[config.mk]
export PLATFORM = sky130hd
export DESIGN_NAME = crcu_apb_seq_flat
export DESIGN_NICKNAME = d
export VERILOG_FILES = /design/src/rtl/crcu_apb_seq_if.sv /design/src/rtl/crcu_apb_seq.sv /design/src/flat_wrapper.sv
export SDC_FILE = /design/constraint.sdc
export NUM_CORES = 1
export LEC_CHECK = 0
export CORE_MARGIN = 2
export CORE_UTILIZATION = 60
export CTS_CLUSTER_SIZE = 24
export DETAILED_ROUTE_END_ITERATION = 12
export DONT_BUFFER_PORTS = 1
export PLACE_DENSITY_LB_ADDON = 0.25
export SLEW_MARGIN = 10
export SYNTH_ARGS = -nofsm -noshare
export SYNTH_HDL_FRONTEND = slang
export SYNTH_SLANG_ARGS = --single-unit
[constraint.sdc]
create_clock -name i_pclk -period 3.2 [get_ports i_pclk]
set_input_delay 0.64 -clock i_pclk [delete_from_list [all_inputs] [get_ports i_pclk]]
set_output_delay 0.64 -clock i_pclk [all_outputs]
set_load 0.005 [all_outputs]
[src/rtl/crcu_apb_seq_if.sv]
// APB3 slave bus bundle for the clock/reset control unit.
interface crcu_apb_seq_if #(
  parameter int unsigned ADDR_W = 12
);
  logic              PSEL;
  logic              PENABLE;
  logic              PWRITE;
  logic [ADDR_W-1:0] PADDR;
  logic [31:0]       PWDATA;
  logic [31:0]       PRDATA;
  logic              PREADY;
  logic              PSLVERR;

  modport master (
    output PSEL, PENABLE, PWRITE, PADDR, PWDATA,
    input  PRDATA, PREADY, PSLVERR
  );

  modport slave (
    input  PSEL, PENABLE, PWRITE, PADDR, PWDATA,
    output PRDATA, PREADY, PSLVERR
  );
endinterface

[src/rtl/crcu_apb_seq.sv]
// Clock/reset control unit: APB3 register file plus a sequencer that brings channels out of reset.
// Optional soft-reset register at 0x14 is enabled by defining CRCU_SOFT_RST_EN.
module crcu_apb_seq #(
  parameter int unsigned NUM_CH = 8,
  parameter int unsigned ADDR_W = 12,
  parameter int unsigned HOLD_W = 8
) (
  input  logic               i_pclk,
  input  logic               i_presetn,
  crcu_apb_seq_if.slave      io_apb,
  output logic [NUM_CH-1:0]  o_ch_clk_en,
  output logic [NUM_CH-1:0]  o_ch_rst_n,
  output logic               o_seq_busy,
  output logic               o_seq_done_irq
);

  localparam int unsigned IdxW = (NUM_CH > 1) ? $clog2(NUM_CH) : 1;

  localparam logic [ADDR_W-1:0] AddrClkEn  = ADDR_W'(32'h00);
  localparam logic [ADDR_W-1:0] AddrRst    = ADDR_W'(32'h04);
  localparam logic [ADDR_W-1:0] AddrCfg    = ADDR_W'(32'h08);
  localparam logic [ADDR_W-1:0] AddrCtrl   = ADDR_W'(32'h0C);
  localparam logic [ADDR_W-1:0] AddrId     = ADDR_W'(32'h10);
  localparam logic [31:0]       IdValue    = {16'hC2C0, 8'(NUM_CH), 8'h02};

  typedef enum logic [2:0] {
    StIdle, StScan, StClkOn, StHoldClk, StRel, StHoldRel, StNext
  } state_e;

  state_e            r_state, w_state_d;
  logic [IdxW-1:0]   r_idx, w_idx_d;
  logic [HOLD_W-1:0] r_cnt, w_cnt_d;
  logic [HOLD_W-1:0] r_gap;
  logic [NUM_CH-1:0] r_clk_en, r_rst_assert;
  logic              r_done, r_irq;

  logic w_busy, w_access, w_aligned, w_mapped, w_err, w_wr;
  logic w_sel_clk, w_sel_rst, w_sel_cfg, w_sel_ctrl, w_sel_id, w_sel_swrst;
  logic w_start, w_clr_done, w_soft_rst, w_bad_key;
  logic w_set_clk, w_clr_rst, w_fin;
  logic [31:0] w_prdata;

  assign w_busy    = (r_state != StIdle);
  assign w_access  = io_apb.PSEL & io_apb.PENABLE;
  assign w_aligned = (io_apb.PADDR[1:0] == 2'b00);

  assign w_sel_clk  = (io_apb.PADDR == AddrClkEn);
  assign w_sel_rst  = (io_apb.PADDR == AddrRst);
  assign w_sel_cfg  = (io_apb.PADDR == AddrCfg);
  assign w_sel_ctrl = (io_apb.PADDR == AddrCtrl);
  assign w_sel_id   = (io_apb.PADDR == AddrId);

`ifdef CRCU_SOFT_RST_EN
  assign w_sel_swrst = (io_apb.PADDR == ADDR_W'(32'h14));
  assign w_bad_key   = (io_apb.PWDATA != 32'h0000_5AFE);
`else
  assign w_sel_swrst = 1'b0;
  assign w_bad_key   = 1'b0;
`endif

  assign w_mapped = w_sel_clk | w_sel_rst | w_sel_cfg | w_sel_ctrl | w_sel_id | w_sel_swrst;

  // Any erroring access is dropped entirely, so w_wr already excludes it.
  assign w_err = w_access & (!w_aligned | !w_mapped
               | (io_apb.PWRITE & w_sel_id)
               | (io_apb.PWRITE & w_busy & (w_sel_clk | w_sel_rst))
               | (io_apb.PWRITE & w_sel_swrst & w_bad_key));
  assign w_wr  = w_access & io_apb.PWRITE & !w_err;

  assign w_start    = w_wr & w_sel_ctrl & io_apb.PWDATA[0] & !w_busy;
  assign w_clr_done = w_wr & w_sel_ctrl & io_apb.PWDATA[1];
  assign w_soft_rst = w_wr & w_sel_swrst;

  always_comb begin
    w_prdata = '0;
    if (w_access & !io_apb.PWRITE) begin
      if (w_sel_clk)       w_prdata = 32'(r_clk_en);
      else if (w_sel_rst)  w_prdata = 32'(r_rst_assert);
      else if (w_sel_cfg)  w_prdata = 32'(r_gap);
      else if (w_sel_ctrl) w_prdata = {30'b0, r_done, w_busy};
      else if (w_sel_id)   w_prdata = IdValue;
    end
  end

  assign io_apb.PRDATA  = w_prdata;
  assign io_apb.PREADY  = 1'b1;
  assign io_apb.PSLVERR = w_err;

  always_ff @(posedge i_pclk or negedge i_presetn) begin
    if (!i_presetn) begin
      r_state <= StIdle;
      r_idx   <= '0;
      r_cnt   <= '0;
    end else begin
      r_state <= w_state_d;
      r_idx   <= w_idx_d;
      r_cnt   <= w_cnt_d;
    end
  end

  always_comb begin
    w_state_d = r_state;
    w_idx_d   = r_idx;
    w_cnt_d   = r_cnt;
    w_set_clk = 1'b0;
    w_clr_rst = 1'b0;
    w_fin     = 1'b0;
    unique case (r_state)
      StIdle: begin
        if (w_start) begin
          w_state_d = StScan;
          w_idx_d   = '0;
        end
      end
      StScan:    w_state_d = r_rst_assert[r_idx] ? StClkOn : StNext;
      StClkOn: begin
        w_set_clk = 1'b1;
        w_cnt_d   = r_gap;
        w_state_d = StHoldClk;
      end
      StHoldClk: begin
        if (r_cnt == '0) w_state_d = StRel;
        else             w_cnt_d   = r_cnt - HOLD_W'(1);
      end
      StRel: begin
        w_clr_rst = 1'b1;
        w_cnt_d   = r_gap;
        w_state_d = StHoldRel;
      end
      StHoldRel: begin
        if (r_cnt == '0) w_state_d = StNext;
        else             w_cnt_d   = r_cnt - HOLD_W'(1);
      end
      StNext: begin
        if (r_idx == IdxW'(NUM_CH - 1)) begin
          w_fin     = 1'b1;
          w_state_d = StIdle;
        end else begin
          w_idx_d   = r_idx + IdxW'(1);
          w_state_d = StScan;
        end
      end
      default: w_state_d = StIdle;
    endcase
    // Soft reset aborts whatever the sequencer was about to do, including the irq.
    if (w_soft_rst) begin
      w_state_d = StIdle;
      w_set_clk = 1'b0;
      w_clr_rst = 1'b0;
      w_fin     = 1'b0;
    end
  end

  always_ff @(posedge i_pclk or negedge i_presetn) begin
    if (!i_presetn) begin
      r_clk_en     <= '0;
      r_rst_assert <= '1;
      r_gap        <= '0;
      r_done       <= 1'b0;
      r_irq        <= 1'b0;
    end else begin
      r_irq <= w_fin;
      if (w_wr & w_sel_clk) r_clk_en     <= io_apb.PWDATA[NUM_CH-1:0];
      if (w_wr & w_sel_rst) r_rst_assert <= io_apb.PWDATA[NUM_CH-1:0];
      if (w_wr & w_sel_cfg) r_gap        <= io_apb.PWDATA[HOLD_W-1:0];
      if (w_set_clk) r_clk_en[r_idx]     <= 1'b1;
      if (w_clr_rst) r_rst_assert[r_idx] <= 1'b0;
      if (w_clr_done | w_start) r_done <= 1'b0;
      if (w_fin)                r_done <= 1'b1;
      if (w_soft_rst) begin
        r_clk_en     <= '0;
        r_rst_assert <= '1;
        r_done       <= 1'b0;
      end
    end
  end

  assign o_ch_clk_en    = r_clk_en;
  assign o_ch_rst_n     = ~r_rst_assert;
  assign o_seq_busy     = w_busy;
  assign o_seq_done_irq = r_irq;

endmodule

[src/flat_wrapper.sv]
// flat-port wrapper written by rule: the top's interface ports become plain ports
module crcu_apb_seq_flat 
#(
  parameter int unsigned NUM_CH = 8,
  parameter int unsigned ADDR_W = 12,
  parameter int unsigned HOLD_W = 8
)
  (i_pclk, i_presetn, o_ch_clk_en, o_ch_rst_n, o_seq_busy, o_seq_done_irq, io_apb_PSEL, io_apb_PENABLE, io_apb_PWRITE, io_apb_PADDR, io_apb_PWDATA, io_apb_PRDATA, io_apb_PREADY, io_apb_PSLVERR);
  crcu_apb_seq_if #(.ADDR_W(ADDR_W)) io_apb_i ();
  input  logic i_pclk;
  input  logic i_presetn;
  output logic [NUM_CH-1:0] o_ch_clk_en;
  output logic [NUM_CH-1:0] o_ch_rst_n;
  output logic o_seq_busy;
  output logic o_seq_done_irq;
  input wire logic [$bits(io_apb_i.PSEL)-1:0] io_apb_PSEL;
  input wire logic [$bits(io_apb_i.PENABLE)-1:0] io_apb_PENABLE;
  input wire logic [$bits(io_apb_i.PWRITE)-1:0] io_apb_PWRITE;
  input wire logic [$bits(io_apb_i.PADDR)-1:0] io_apb_PADDR;
  input wire logic [$bits(io_apb_i.PWDATA)-1:0] io_apb_PWDATA;
  output wire logic [$bits(io_apb_i.PRDATA)-1:0] io_apb_PRDATA;
  output wire logic [$bits(io_apb_i.PREADY)-1:0] io_apb_PREADY;
  output wire logic [$bits(io_apb_i.PSLVERR)-1:0] io_apb_PSLVERR;
  assign io_apb_i.PSEL = io_apb_PSEL;
  assign io_apb_i.PENABLE = io_apb_PENABLE;
  assign io_apb_i.PWRITE = io_apb_PWRITE;
  assign io_apb_i.PADDR = io_apb_PADDR;
  assign io_apb_i.PWDATA = io_apb_PWDATA;
  assign io_apb_PRDATA = io_apb_i.PRDATA;
  assign io_apb_PREADY = io_apb_i.PREADY;
  assign io_apb_PSLVERR = io_apb_i.PSLVERR;
  crcu_apb_seq #(.NUM_CH(NUM_CH), .ADDR_W(ADDR_W), .HOLD_W(HOLD_W)) u_core (.i_pclk(i_pclk), .i_presetn(i_presetn), .io_apb(io_apb_i), .o_ch_clk_en(o_ch_clk_en), .o_ch_rst_n(o_ch_rst_n), .o_seq_busy(o_seq_busy), .o_seq_done_irq(o_seq_done_irq));
endmodule
==> summary.md, run 1 <==
| Metric | Value |
|---|---|
| Overall routing resource usage | `0.2665` |
| Metal-1 WL | `2765 microns` |
| TritonCTS Sinks | `40` |
| Routed vias | `between 2000 and 2500` |
| Die W | `72.80 microns` |
| CP cell instances | `nor4_2, nand3b_1, or4_1, nor3_2` |
| Grt total ovfl | `0` |
| Layout area overhead | `-0.1762%` |
| Mapped Cells | `328` |
| Fmax | `359.1 MHz` |
| Peak supply drop | `563.7 uV` |
| Max cap viols | `0` |
| Synth Area in Simple Gates | `0.2581` |
| ANT cells | `0` |
| Top sig layer | `met4` |
| DRT antenna net count | `0` |
| Top_reg_cell synth | `dfrtp_1` |
| Final Critical Period | `2785 ps` |
| H-tree depth | `2` |
| DRC viols | `0` |
| Multiplexer share of the synthesized area | `0.06167` |
| Setup-failing EPs final | `0` |
| Synth area leaders | `dfrtp_1, dfstp_2, buf_4, a21oi_1, mux2_1` |
| Synth Warn # | `0` |
| Asr flop ratio synth | `1.000` |
| Crit path kind | `in -> out` |
| Final core occ | `0.6124` |
| Crit end category | `output pin` |
| Global-route wire length before repair | `10950 microns` |
| Post-Synth Adder-Cell Area | `0.01762` |
| Non-filler instance count after layout | `364` |
| Outcome | `completed` |
| Total Wirelength | `6602 microns` |
| Normalized max-slew margin | `0.6031` |
| Commonest cells post-synth | `dfrtp_1, a21oi_1, nor2_1` |
| DR pass1 iterations | `4` |
| Post-synth EDFFs | `0` |
| Mapped Area | `2840 sq um` |
| Required time worst endpoint | `2560 ps` |
| Synth Area in Compound Gates | `0.1837` |
| Clock root buffer | `clkbuf_8` |
| Lkg Pwr | `0.001168 uW` |
| RSZ-0062 raised after global routing | `no` |
| Post-cts resize count | `0` |
| Final Hold Fails | `0` |
| Placer Congestion | `0.8893` |
| DIE AREA | `roughly 5300 sq um` |
| Placed Cells incl. Taps | `356` |
| Worst Clk Skew | `12.33 ps` |
| Worst-skew pair later-pin latency | `290 ps` |
| Yosys top cell by area | `dfrtp_1` |
| Avg Cell Area, Syn | `8.659 sq um` |
| Pwr Density | `about 680 nW/um^2` |
| Row cnt | `25` |
| Wirelength per Cell | `18.14 microns` |
| Placed Area | `2714 sq um` |
| Max Buffers Root-to-Sink | `2` |
| Vias in the first global route | `about 2200` |
| Port Buf Inserts | `0` |
| Share of layout cells above drive strength 1 | `0.1194` |
| Hold_buf cts | `0` |
| Crit path DAT | `2140 ps` |
| Setup TNS | `0 ps` |
| Pin count of the biggest net entering global routing | `a little over 40` |
| CP max-delay cell | `or4_1` |
| Starting DRT DRC Count | `139` |
| Worst-margin pin slew | `between 500 and 600 ps` |
| Die Ht | `about 73 microns` |
| CP peak stage delay | `720 ps` |
| Sequential share of the synthesized area | `0.3559` |
| Met2 wire len | `between 3000 and 4000 microns` |
| Pins Over Slew Limit | `0` |
| Seq cells post-synth | `40` |
| Post-CTS setup buffers | `0` |
| Met3 WL | `about 470 microns` |
| Final worst-path cycle share | `0.8703` |
| Clock slew at reported path FFs | `80 ps` |
| Worst Path Max Fanout | `7` |
| PnR worst setup slack | `approximately 420 ps` |
| Post-synth cell types | `62` |
| Via density | `6.404` |
| HP Class | `in -> async` |
| CTS Buf Count | `5` |
| Core box area | `roughly 4600 sq um` |
| # nets final | `362` |
| TritonCTS clock tree | `done` |
| Starting density of the core | `0.6135` |
| Main combinational cell family by area after synthesis | `simple AND/OR/NAND/NOR gates` |
| Place WS | `439.8 ps` |
| R2R setup slack | `1030 ps` |
| Type of origin of the critical path | `input port` |
| Most common cell in the netlist | `dfrtp_1` |
| Synth Area in XOR/XNOR | `0.003084` |
| Finished Cell Area | `2835 sq um` |
| IO Count | `around 100` |
| Initial antenna violation count | `0` |
| Hpwl dp | `slightly below 5000 microns` |
| Synth top area share | `0.2819` |
layer usage:
| metal | GRT usage | up-vias |
|---|---|---|
| met5 | 0 | - |
| met3 | 0.05525 | 14 |
| met4 | 0.09465 | 0 |
| li1 | - | 1112 |
| met2 | 0.4202 | 100 |
| met1 | 0.3643 | 1105 |
metrics by stage:
stage | total power, uW | hold slack (ps)
finish | 1914 | 30.19
global route | 2068 | 7.577
CTS | 1919 | 25.98
detailed placement | 1482 | 345.5
global placement | 1457 | 345.4
floorplan | 1376 | 344.4
registers in the layout, indices dropped and copies added (netlist names):
signal	cells
u_core.o_ch_clk_en	8
u_core.r_cnt	8
u_core.r_gap	8
u_core.r_rst_assert	8
u_core.r_idx	3
u_core.r_state	3
u_core.o_seq_done_irq	1
u_core.r_done	1
where the power goes:
part | total, uW | internal [uW] | switching (uW)
sequential | 783 | 597 | 186
clock | 432 | 255 | 177
combinational | 699 | 298 | 400
logic make-up after synthesis:
logic type | Yosys count
mux | 15
flops | 40
buf+inv | 60
xor+xnor | 1
simple gates | 125
other cells | 2
compound gates | 81
fa+ha+maj | 4
cell usage in the layout (no fill, tap or decap), types with 8 or more instances in the layout:
master / count
dfrtp_1: 32
nor2_1: 25
a21oi_1: 25
nand2_1: 22
conb_1: 19
inv_1: 13
nor3_1: 12
o21ai_0: 11
o21ai_1: 10
nand3_1: 9
nand2b_1: 9
nand4_1: 9
o31ai_1: 9
mux2_1: 9
a41oi_1: 8
dfstp_2: 8
layout make-up:
cell class                 count  area (sq um)
clock buffer                   6         82.58
clock inverter                 2         38.79
fill                         402          1794
inverter                      14         52.55
multi-input combinational    245          1560
sequential                    40          1011
tap                           54         67.56
timing repair buffer           3         22.52
worst paths after layout:
path	start	to	cells past startpoint
min	i_presetn	u_core.r_cnt[4]	0
min in group i_pclk	io_apb_PWDATA[2]	u_core.r_rst_assert[2]	2
max	io_apb_PADDR[7]	io_apb_PRDATA[2]	4
max reg2reg	u_core.r_state[1]	u_core.r_cnt[7]	4
min reg2reg	u_core.r_rst_assert[7]	u_core.r_rst_assert[7]	2
max in group asynchronous	i_presetn	u_core.r_rst_assert[1]	0
worst max-delay path: cells and delay by family:
| family | cells | cell delay (ps) |
|---|---|---|
| and+or+nand+nor | 4 | 1510 |
Note: power is estimated with default switching activity, not from simulation.
==> run 2, diff against run 1 <==
--- a/config.mk
+++ b/config.mk
@@ -11,6 +11,7 @@
 export DETAILED_ROUTE_END_ITERATION = 12
 export DONT_BUFFER_PORTS = 1
 export PLACE_DENSITY_LB_ADDON = 0.25
+export SKIP_CTS_REPAIR_TIMING = 1
 export SLEW_MARGIN = 10
 export SYNTH_ARGS = -nofsm -noshare
 export SYNTH_HDL_FRONTEND = slang
==> results of run 2 <==
Final layout, timing and power as in run 1 (identical DEF).
==> run 3, diff against run 2 <==
--- a/config.mk
+++ b/config.mk
@@ -5,12 +5,16 @@
 export SDC_FILE = /design/constraint.sdc
 export NUM_CORES = 1
 export LEC_CHECK = 0
+export CELL_PAD_IN_SITES_DETAIL_PLACEMENT = 1
+export CELL_PAD_IN_SITES_GLOBAL_PLACEMENT = 1
 export CORE_MARGIN = 2
-export CORE_UTILIZATION = 60
+export CORE_UTILIZATION = 50
 export CTS_CLUSTER_SIZE = 24
 export DETAILED_ROUTE_END_ITERATION = 12
 export DONT_BUFFER_PORTS = 1
+export GPL_TIMING_DRIVEN = 0
 export PLACE_DENSITY_LB_ADDON = 0.25
+export SETUP_SLACK_MARGIN = 0.4
 export SKIP_CTS_REPAIR_TIMING = 1
 export SLEW_MARGIN = 10
 export SYNTH_ARGS = -nofsm -noshare
==> summary.md, run 3 (synthesis gave the netlist of run 1 again) <==
| Metric | Value |
|---|---|
| Layout area overhead | `11.54% (was -0.1762%)` |
| Max Buffers Root-to-Sink | `2 (unchanged)` |
| Die W | `79.37 microns (was 72.80 microns)` |
| CP cell instances | `nor4_2, nand3b_1, or4_1, buf_6, nor3_2 (was nor4_2, nand3b_1, or4_1, nor3_2)` |
| Pwr Density | `648.9 nW/um^2 (was 675.2 nW/um^2)` |
| Setup TNS | `0 ps (unchanged)` |
| Final worst-path cycle share | `0.8615 (was 0.8703)` |
| Port Buf Inserts | `0 (unchanged)` |
| Pin count of the biggest net entering global routing | `41 (unchanged)` |
| Worst-margin pin slew | `561.1 ps (was 594.6 ps)` |
| Global-route wire length before repair | `13510 microns (was 10950 microns)` |
| ANT cells | `0 (unchanged)` |
| H-tree depth | `2 (unchanged)` |
| Finished Cell Area | `3168 sq um (was 2835 sq um)` |
| Family with the most delay on the worst path | `simple AND/OR/NAND/NOR gates (unchanged)` |
| Via density | `6.002 (was 6.404)` |
| Setup-failing EPs final | `0 (unchanged)` |
| Outcome | `completed (unchanged)` |
| Non-filler instance count after layout | `429 (was 364)` |
| Commonest non-fill, non-tap cells in the layout | `dfrtp_1, a21oi_1, buf_4 (was dfrtp_1, nor2_1, a21oi_1)` |
| Required time worst endpoint | `2560 ps (about the same)` |
| Share of layout cells above drive strength 1 | `0.1989 (was 0.1194)` |
| Lkg Pwr | `0.001358 uW (was 0.001168 uW)` |
| Commonest non-fill, non-tap cell in the layout | `dfrtp_1 (unchanged)` |
| Max cap viols | `0 (unchanged)` |
| CP max-delay cell | `or4_1 (unchanged)` |
| IO Count | `101 (unchanged)` |
| Worst Path Max Fanout | `7 (unchanged)` |
| CTS Buf Count | `5 (unchanged)` |
| CP peak stage delay | `530 ps (was 720 ps)` |
| Placer Congestion | `0.8314 (was 0.8893)` |
| TritonCTS clock tree | `done (unchanged)` |
| Fmax | `362.7 MHz (was 359.1 MHz)` |
| PnR worst setup slack | `443.3 ps (was 415.1 ps)` |
| Final Hold Fails | `0 (unchanged)` |
| DIE AREA | `6300 sq um (was 5300 sq um)` |
| DRC viols | `0 (unchanged)` |
| Overall routing resource usage | `0.2773 (was 0.2665)` |
| DRT antenna net count | `0 (unchanged)` |
| CP Buf/Inv Count | `1 (was 0)` |
| Total Wirelength | `8443 microns (was 6602 microns)` |
| RSZ-0062 raised after global routing | `no (unchanged)` |
| TritonCTS Sinks | `40 (unchanged)` |
| Initial antenna violation count | `0 (unchanged)` |
| Starting density of the core | `0.5158 (was 0.6135)` |
| Hpwl dp | `6331 microns (was 4885 microns)` |
| Wirelength per Cell | `19.68 microns (was 18.14 microns)` |
| Normalized max-slew margin | `0.6259 (was 0.6031)` |
| Crit path kind | `in -> out (unchanged)` |
| Clock root buffer | `clkbuf_8 (unchanged)` |
| Worst-skew pair later-pin latency | `310 ps (was 290 ps)` |
| Die Ht | `79.37 microns (was 72.80 microns)` |
| HP Class | `in -> async (unchanged)` |
| Final Critical Period | `2757 ps (was 2785 ps)` |
| # fillers | `668 (was 402)` |
| Grt total ovfl | `0 (unchanged)` |
| Peak supply drop | `343.3 uV (was 563.7 uV)` |
| Place WS | `392.3 ps (was 439.8 ps)` |
| Row cnt | `27 (was 25)` |
| DR pass1 iterations | `4 (unchanged)` |
| Routed vias | `2575 (was 2331)` |
| # nets final | `409 (was 362)` |
| Worst Clk Skew | `11.93 ps (was 12.33 ps)` |
| Starting DRT DRC Count | `176 (was 139)` |
| Crit end category | `output pin (unchanged)` |
| Crit path DAT | `2120 ps (was 2140 ps)` |
| Clock slew at reported path FFs | `90 ps (was 80 ps)` |
| Type of origin of the critical path | `input port (unchanged)` |
| Core box area | `5507 sq um (was 4629 sq um)` |
| Placed Cells incl. Taps | `417 (was 356)` |
| Pins Over Slew Limit | `0 (unchanged)` |
| Placed Area | `2994 sq um (was 2714 sq um)` |
| Vias in the first global route | `2552 (was 2151)` |
| Final Power | `2056 uW (was 1914 uW)` |
run 3: cell types whose count changed in the layout (fill, tap and decap cells not counted), moves of 3 or more:
cell | previous run | this run
buf_4 | 3 | 25
dlygate4sd3_1 | 0 | 3
clkbuf_1 | 0 | 11
buf_2 | 0 | 8
run 3: power breakdown:
part	leakage [uW]	switching [uW]	internal, uW	total (uW)
Sequential	0.000495	88.5	599	687
Combinational	0.000805	579	351	931
Clock	0.0000583	203	235	438
Total	0.00136	871	1180	2060
run 3: stage by stage:
| step | hold slack, ps | utilization |
|---|---|---|
| final | 17.60 | 0.5753 |
| after global routing | 6.230 | 0.5753 |
| after CTS | 11.73 | 0.5649 |
| after detailed placement | 345.3 | 0.5437 |
| after global placement | 345.4 | 0.5437 |
| after floorplan | 344.4 | - |
run 3: routing by layer:
| layer | vias up | global-route usage | part of all wire |
|---|---|---|---|
| li1 | 1207 | - | - |
| met1 | 1293 | 0.3348 | 0.41 |
| met2 | 64 | 0.4847 | 0.52 |
| met3 | 11 | 0.06561 | 0.053 |
| met4 | 0 | 0.09310 | 0.014 |
| met5 | - | 0 | 0 |
run 3: worst paths after layout:
path | start | to | slack [ps] | cells past startpoint
hold reg to reg | u_core.r_rst_assert[7] | u_core.r_rst_assert[7] | 500 | 2
setup reg to reg | u_core.r_state[0] | u_core.r_idx[2] | 1140 | 5
min in group i_pclk | io_apb_PWDATA[3] | u_core.r_rst_assert[3] | 440 | 2
setup / recovery | io_apb_PADDR[7] | io_apb_PRDATA[2] | 440 | 5
hold / removal | i_presetn | u_core.r_cnt[1] | 20 | 0
max in group asynchronous | i_presetn | u_core.o_ch_clk_en[4] | 2240 | 1
run 3: final cells by class:
class                   instances  area, sq um  share of cell area
multi-input cells             245         1579              0.4984
flip-flops and latches         40         1011              0.3191
clock buffers                   5        68.82             0.02172
well taps                      72        90.09             0.02844
clock inverters                 3        47.55             0.01501
plain buffers                  46        281.5             0.08886
repair buffers                  4        37.54             0.01185
inverters                      14        52.55             0.01659
run 3: worst reg2reg max path, stage by stage (launching register included):
cell and delay [ps]:
dfrtp_1 360, clkbuf_1 260, nor3_2 350, nand2_1 310, nor3_1 490, o21ai_0 160
